File: src/rtl/lcd_pkg.sv
// Shared HD44780 command constants, FSM state encoding and init-sequence helpers
// for the LCD bus scheduler.
package lcd_pkg;

    localparam logic [7:0] FUNC_8B2L = 8'h38;
    localparam logic [7:0] DISP_ON   = 8'h0C;
    localparam logic [7:0] ENTRY_INC = 8'h06;
    localparam logic [7:0] CLEAR     = 8'h01;
    localparam logic [7:0] HOME      = 8'h02;

    localparam logic [2:0] INIT_LEN  = 3'd4;

    typedef enum logic [2:0] {
        S_PWRUP = 3'd0,
        S_INIT  = 3'd1,
        S_IDLE  = 3'd2,
        S_SETUP = 3'd3,
        S_EN_HI = 3'd4,
        S_HOLD  = 3'd5,
        S_WAIT  = 3'd6
    } state_t;

    function automatic logic [7:0] init_rom(input logic [2:0] idx);
        case (idx)
            3'd0:    init_rom = FUNC_8B2L;
            3'd1:    init_rom = DISP_ON;
            3'd2:    init_rom = ENTRY_INC;
            default: init_rom = CLEAR;
        endcase
    endfunction

    // Clear and return-home (01..03 with rs=0) need the long execution wait.
    function automatic logic is_slow_cmd(input logic rs, input logic [7:0] data);
        return !rs && (data == CLEAR || data == HOME || data == 8'h03);
    endfunction

endpackage

File: src/rtl/lcd_rr_arb.sv
// Two-port round-robin grant for the LCD bus; the last-grant pointer moves only
// when a grant is actually accepted.
module lcd_rr_arb (
    input  logic clk,
    input  logic rst,
    input  logic valid0,
    input  logic valid1,
    input  logic accept,
    output logic grant0,
    output logic grant1
);

    // last = 1 means port 1 won most recently, so port 0 is favoured next.
    logic last;

    assign grant0 = valid0 & (~valid1 | last);
    assign grant1 = valid1 & (~valid0 | ~last);

    always_ff @(posedge clk) begin
        if (rst) begin
            last <= 1'b1;
        end else if (accept) begin
            last <= grant1;
        end
    end

endmodule

File: src/rtl/lcd_bus_sched.sv
// HD44780 8-bit bus owner: power-up wait, fixed init sequence, then arbitrated
// byte writes from two requesters with en strobe timing and execution waits.
module lcd_bus_sched
    import lcd_pkg::*;
#(
    parameter int T_SETUP    = 4,
    parameter int T_EN_HIGH  = 25,
    parameter int T_CMD_WAIT = 2000,
    parameter int T_CLR_WAIT = 82000,
    parameter int T_PWRUP    = 750000,
    parameter int CNT_W      = 20
) (
    input  logic       clk,
    input  logic       rst,
    input  logic       req0_valid,
    input  logic       req0_rs,
    input  logic [7:0] req0_data,
    output logic       req0_ready,
    input  logic       req1_valid,
    input  logic       req1_rs,
    input  logic [7:0] req1_data,
    output logic       req1_ready,
    output logic       rs,
    output logic       en,
    output logic       wr,
    output logic [7:0] lcd_data,
    output logic       busy,
    output logic       init_done
);

    localparam logic [CNT_W-1:0] LD_SETUP = CNT_W'(T_SETUP - 1);
    localparam logic [CNT_W-1:0] LD_EN    = CNT_W'(T_EN_HIGH - 1);
    localparam logic [CNT_W-1:0] LD_CMD   = CNT_W'(T_CMD_WAIT - 1);
    localparam logic [CNT_W-1:0] LD_CLR   = CNT_W'(T_CLR_WAIT - 1);
    localparam logic [CNT_W-1:0] LD_PWRUP = CNT_W'(T_PWRUP - 1);
    localparam logic [CNT_W-1:0] CNT_ONE  = CNT_W'(1);

    state_t           state, state_next;
    logic [CNT_W-1:0] cnt, cnt_next;
    logic [2:0]       init_idx, init_idx_next;
    logic             init_done_q, init_done_next;
    logic             rs_q, rs_next;
    logic [7:0]       data_q, data_next;
    logic             grant0, grant1, accept;

    lcd_rr_arb u_arb (
        .clk    (clk),
        .rst    (rst),
        .valid0 (req0_valid),
        .valid1 (req1_valid),
        .accept (accept),
        .grant0 (grant0),
        .grant1 (grant1)
    );

    // Handshake: a byte transfers on a cycle where valid & ready are both high;
    // ready is combinational, at most one port is ready at a time, and the
    // requester keeps valid/rs/data steady until that cycle.
    assign req0_ready = (state == S_IDLE) & init_done_q & grant0;
    assign req1_ready = (state == S_IDLE) & init_done_q & grant1;
    assign accept     = (req0_valid & req0_ready) | (req1_valid & req1_ready);

    assign en        = (state == S_EN_HI);
    assign busy      = (state != S_IDLE);
    assign wr        = 1'b0;
    assign rs        = rs_q;
    assign lcd_data  = data_q;
    assign init_done = init_done_q;

    always_comb begin
        state_next     = state;
        cnt_next       = cnt;
        init_idx_next  = init_idx;
        init_done_next = init_done_q;
        rs_next        = rs_q;
        data_next      = data_q;
        case (state)
            S_PWRUP: begin
                if (cnt == '0) state_next = S_INIT;
                else           cnt_next   = cnt - CNT_ONE;
            end
            S_INIT: begin
                rs_next       = 1'b0;
                data_next     = init_rom(init_idx);
                init_idx_next = init_idx + 3'd1;
                cnt_next      = LD_SETUP;
                state_next    = S_SETUP;
            end
            S_IDLE: begin
                if (accept) begin
                    rs_next    = grant0 ? req0_rs   : req1_rs;
                    data_next  = grant0 ? req0_data : req1_data;
                    cnt_next   = LD_SETUP;
                    state_next = S_SETUP;
                end
            end
            S_SETUP: begin
                if (cnt == '0) begin
                    cnt_next   = LD_EN;
                    state_next = S_EN_HI;
                end else begin
                    cnt_next = cnt - CNT_ONE;
                end
            end
            S_EN_HI: begin
                if (cnt == '0) state_next = S_HOLD;
                else           cnt_next   = cnt - CNT_ONE;
            end
            S_HOLD: begin
                cnt_next   = is_slow_cmd(rs_q, data_q) ? LD_CLR : LD_CMD;
                state_next = S_WAIT;
            end
            S_WAIT: begin
                if (cnt != '0) begin
                    cnt_next = cnt - CNT_ONE;
                end else if (init_done_q) begin
                    state_next = S_IDLE;
                end else if (init_idx == INIT_LEN) begin
                    init_done_next = 1'b1;
                    state_next     = S_IDLE;
                end else begin
                    state_next = S_INIT;
                end
            end
            default: begin
                cnt_next   = LD_PWRUP;
                state_next = S_PWRUP;
            end
        endcase
    end

    always_ff @(posedge clk) begin
        if (rst) begin
            state       <= S_PWRUP;
            cnt         <= LD_PWRUP;
            init_idx    <= 3'd0;
            init_done_q <= 1'b0;
            rs_q        <= 1'b0;
            data_q      <= 8'h00;
        end else begin
            state       <= state_next;
            cnt         <= cnt_next;
            init_idx    <= init_idx_next;
            init_done_q <= init_done_next;
            rs_q        <= rs_next;
            data_q      <= data_next;
        end
    end

endmodule

File: config.mk
export PLATFORM = sky130hd
export DESIGN_NAME = lcd_bus_sched
export DESIGN_NICKNAME = d
export VERILOG_FILES = /design/src/rtl/lcd_pkg.sv /design/src/rtl/lcd_rr_arb.sv /design/src/rtl/lcd_bus_sched.sv
export SDC_FILE = /design/constraint.sdc
export NUM_CORES = 1
export LEC_CHECK = 0
export BUFFER_PORTS_ARGS = -buffer_cell sky130_fd_sc_hd__buf_2
export CORE_ASPECT_RATIO = 0.5
export CORE_MARGIN = 1
export CORE_UTILIZATION = 58
export CTS_BUF_LIST = sky130_fd_sc_hd__clkbuf_2 sky130_fd_sc_hd__clkbuf_4 sky130_fd_sc_hd__clkbuf_8
export CTS_CLUSTER_DIAMETER = 150
export DETAILED_ROUTE_END_ITERATION = 8
export GPL_TIMING_DRIVEN = 0
export PLACE_DENSITY = 0.87
export SETUP_SLACK_MARGIN = 0.05
export SYNTH_ARGS = -nofsm -noshare
export SYNTH_HDL_FRONTEND = slang
export SYNTH_SLANG_ARGS = --single-unit
File: constraint.sdc
create_clock -name clk -period 3 [get_ports clk]
set_clock_uncertainty 0.05 [all_clocks]
set_input_delay 0.45 -clock clk [delete_from_list [all_inputs] [get_ports clk]]
set_output_delay 0.45 -clock clk [all_outputs]
set_load 0.03 [all_outputs]
## Word-level counts from Yosys, hierarchy flattened

Cells that the tools add are included.

- Flip-flop bits (word level): 37
- Output and inout bits: 15

- $add $sub $neg: 2
- Equality and inequality tests: 20
- Mux-type cells: 23
- Bitwise gates (word level): 14
- Reductions and logical operators: 14

Operator list:

| kind | number |
|---|---|
| case mux 20 bit (6 select lines) | 1 |
| two-way mux 20 bit | 4 |
| case mux 3 bit (7 select lines) | 1 |
| logical NOT 20 bit | 1 |
| nonzero test 20 bit | 1 |
| subtractor 20 x 1 -> 20 bit (second input constant) | 1 |
| case mux 6 bit (3 select lines) | 1 |
| two-way mux 17 bit | 1 |
| == test 8 x 2 -> 1 bit (second input constant) | 2 |
| two-way mux 8 bit | 2 |
| case mux 8 bit (2 select lines) | 1 |
| two-way mux 3 bit | 5 |
| == test 3 bit (second input constant) | 4 |
| != test 2 bit (second input constant) | 6 |
| == test 3 x 2 -> 1 bit (second input constant) | 3 |
| == test 8 x 1 -> 1 bit (second input constant) | 1 |
| AND 1 bit | 7 |
| == test 3 x 1 -> 1 bit (second input constant) | 2 |
| logical NOT 3 bit | 2 |
| AND reduction 5 bit | 1 |
| two-way mux 1 bit | 4 |
| two-way mux 2 bit | 2 |
| NOT 1 bit | 4 |
| AND reduction 2 bit | 2 |
| other kinds (11) | 14 |

## Depth between registers and ports, before layout

- Depth in word-level cells: 8
- Depth in mapped cells: 10
- Mapped depth without buffers: 7

## By module

A second synthesis with hierarchy kept.

- Cells, all modules: 338
- Area total of the unflattened synthesis: 2590.0 um^2

Modules (own cells, without submodules):

| module | times used | cells each | area each (um^2) | sequential area each (um^2) |
|---|---|---|---|---|
| lcd_bus_sched | 1 | 332 | 2536.2 | 720.7 |
| lcd_rr_arb | 1 | 6 | 53.8 | 20.0 |

## Worst setup path before layout

No wires, ideal clock.

- Path kind: reg-to-reg
- Start point: reg cnt[0]
- End point: reg cnt[11]
- Data arrival time: 2038 ps
- Required time: 2859 ps
- Slack: 821 ps
- Cell stages (with the launch flop): 10
- Clock period less this slack: 2179 ps
- Cell sequence: dfxtp_1 > inv_1 > ha_1 > nor4b_1 > and4b_4 > buf_6 > a21bo_1 > buf_6 > or4_1 > a311oi_1

- Longest elaborated chain between the ends: 3
- Elaborated cells between the ends (all ways): 10
- Those cells by class: 1 x add/sub; 2 x eq/ne; 4 x mux; 3 x reduce/logical

RTL lines:

| item | line | text |
|---|---|---|
| start, declared | lcd_bus_sched.sv:39 | `logic [CNT_W-1:0] cnt, cnt_next;` |
| start signal, assigned | lcd_bus_sched.sv:142 | `cnt <= cnt_next;` |
| subtractor 20 x 1 -> 20 bit, or another cell as far along | - |  |
| two-way mux 20 bit, or another cell as far along | lcd_bus_sched.sv:114 | `if (cnt != '0) begin` |
| case mux 20 bit (6 select lines) or AND reduction 3 bit (tied branches) | - |  |

Parallel ways exist; a longest one is shown, timed or not. The select of a mux whose other input is x is not followed.
A chain may end at the register's enable or synchronous reset.

## Final worst setup path

- Start point: reg cnt[0]
- End point: reg cnt[16]

Same word-level chain as after synthesis.

==> impl_metrics.tcl <==
set metrics [dict create \
    status "complete, no violations" \
    setup_viol 0 \
    ir_drop_uv 518 \
    syn-cell-area_um2 2240 \
    max_freq_mhz 378 \
    die_width_um 89.9 \
    clk_root_buffer_cell "clkbuf_8" \
    crit_arrival_ns 2.78 \
    drt_iter0_drc 129 \
    ant_nets 0 \
    hold_path_class "register to register" \
    clock_path_buffers 2 \
    rows 15 \
    viasPerCell 6.18 \
    vias 2281 \
    antenna_found_initial 0 \
    grt_pass1_wl_mm 8.64 \
    cap_violations 0 \
    first_global_vias 1882 \
    dp_slack_ns 0.393 \
    instances_no_fill 369 \
    multi_input_area_um2 1370 \
    synthXorXnorAreaFrac_pct 2.34 \
    fill_cells 270 \
    grt_max_degree 13 \
    tns_ns 0 \
    ys_warn_count 0 \
    synth_edf_count 0 \
    synth.area.mux_share_pct 4.80 \
    power_density_nw_per_um2 865 \
    leakagePower_nw 1.07 \
    synth_compound_area_share_pct 24.1 \
    synthAdderAreaFrac_pct 3.35 \
    drcViolationCount 0 \
    drive_gt1_share_pct 20.4 \
    yosysSeqAreaShare_pct 33.0 \
    synth_top_area_share_pct 33.0 \
    final_area_um2 2560 \
    finalCritPeriodShare_pct 88.2 \
    dpl_cell_area_um2 2480 \
    period_needed_ns 2.64 \
    cp-start-kind "register" \
    power_mw 2.22 \
    die_height_um 46.0 \
    ctsHoldBuffers 0 \
    clock_latency_ns 0.30 \
    synth_area_leaders "dfxtp_1 33%, a21oi_1 4.2%, nor2_1 4.2%" \
    tightest_slew_ns 0.947 \
    worstPathRequired_ns 3.14 \
    io_pins 37 \
    yosysTopAreaCell "dfxtp_1" \
    drv_slew 0 \
    avgSynthCellArea_um2 8.12 \
    cts-buffers-inserted 5 \
    cts_sinks 37 \
    area_growth_pct 14.3 \
    final_core_util_pct 71.9 \
    cts_resized 0 \
    antenna_cells 0 \
    regArea_um2 741 \
    drt-total-wl_mm 5.52 \
    syn_inst 276 \
    nets 345 \
    dr.pass1.iters 5 \
    hold_viol_final 0 \
    ys_types 56 \
    grt_usage_pct 26.9 \
    gp_congestion 0.903 \
    fin_hold_ws_ns 0.431 \
    ys_ff_latch 37 \
    synth_top_family_by_area "simple AND/OR/NAND/NOR gates" \
    ys_async_sr_fraction_pct 0 \
    initial_core_util_pct 62.9 \
    dieArea_um2 4130 \
    syn-num-nets 304 \
    coreArea_um2 3570 \
    wl_per_cell_um 15.0 \
    fin_ws_ns 0.355 \
    clk_pin_slew_ns 0.08 \
    synth-simple-area-share_pct 26.4 \
    place_inst 361 \
    port_buffers 34 \
    dp_hpwl_mm 4.10 \
    cts_tree "built" \
    slew_headroom_pct 36.7 \
    critPathCaptureType "register" \
    htreeDepth 2 \
    critical_path_class "register to register" \
    post-cts-setup-buffer-count 0 \
    grt_remaining_overflow 0 \
    synthFlopType "dfxtp_1" \
    rsz0062_at_grt "false" \
    crit_fanout 10 \
]
-- worst max-delay path, stage by stage, from the launching register on --
cell     delay, ns
dfxtp_1       0.41
inv_1         0.10
ha_1          0.20
nor4b_1       0.15
and4b_4       0.19
buf_6         0.13
a31oi_1       0.71
o21ai_0       0.22
a221o_1       0.39
-- registers in the layout, indices dropped and copies added (netlist names) --
name        count
cnt            20
init_done       1
init_idx        3
lcd_data        8
rs              1
state           3
u_arb.last      1
-- power breakdown --
group	switching [mW]	internal (mW)
clock	0.194	0.160
sequential	0.142	0.631
combinational	0.660	0.428
-- cell type report --
cell class	instances	share of cell area [%]
clock inverters	3	0.684
plain buffers	16	3.47
multi-input cells	212	53.5
repair buffers	34	6.64
flip-flops and latches	37	28.9
inverters	11	1.61
clock buffers	5	2.69
well taps	51	2.49
-- synthesized netlist by cell type, drive strengths merged (3+ instances only) --
cell    number
a211o        5
a211oi       3
a21o         4
a21oi       19
a221o        3
a31oi        6
and3         6
buf         10
clkbuf       6
dfxtp       37
ha           6
inv         11
mux2         6
mux2i        4
nand2       22
nand3       12
nand4        3
nor2        25
nor2b        3
nor3        16
nor3b        3
nor4         7
o211a        3
o21ai       14
or3          5
or4          4
xnor2        5
-- cell usage in the layout (no fill, tap or decap), types with 6 or more instances in the layout --
cell       n
nand3_1   12
a21oi_1   19
nor2_1    25
a31oi_1    6
inv_1     11
dfxtp_1   37
nor3_1    14
nand2_1   22
nor4_1     6
o21ai_0   14
ha_1       6
clkbuf_1   6
mux2_2     6
buf_2     39
and3_1     6
-- metal layers --
| layer | vias up | share of wire (%) | GRT usage (%) |
|---|---|---|---|
| met4 | 0 | 1.2 | 10.6 |
| met3 | 11 | 6.7 | 6.17 |
| li1 | 1109 | - | - |
| met1 | 1066 | 45 | 33.8 |
| met5 | - | 0 | 0 |
| met2 | 95 | 47 | 46.5 |
-- path summary, 6_finish.rpt --
path               start      end  slack (ns)  cells after the start
setup / recovery  cnt[0]  cnt[16]        0.36                      8
hold reg to reg       rs       rs        0.43                      2
hold / removal        rs       rs        0.43                      2
setup reg to reg  cnt[0]  cnt[16]        0.36                      8
-- logic make-up (layout without fill, tap and decap cells) --
logic type / Yosys count / in the layout
compound gates: 78 / 78
xor+xnor: 6 / 6
fa+ha+maj: 6 / 6
buf+inv: 27 / 69
flops: 37 / 37
mux: 10 / 10
other cells: 1 / 1
simple gates: 111 / 111
Power figures use the tool's default switching activity.
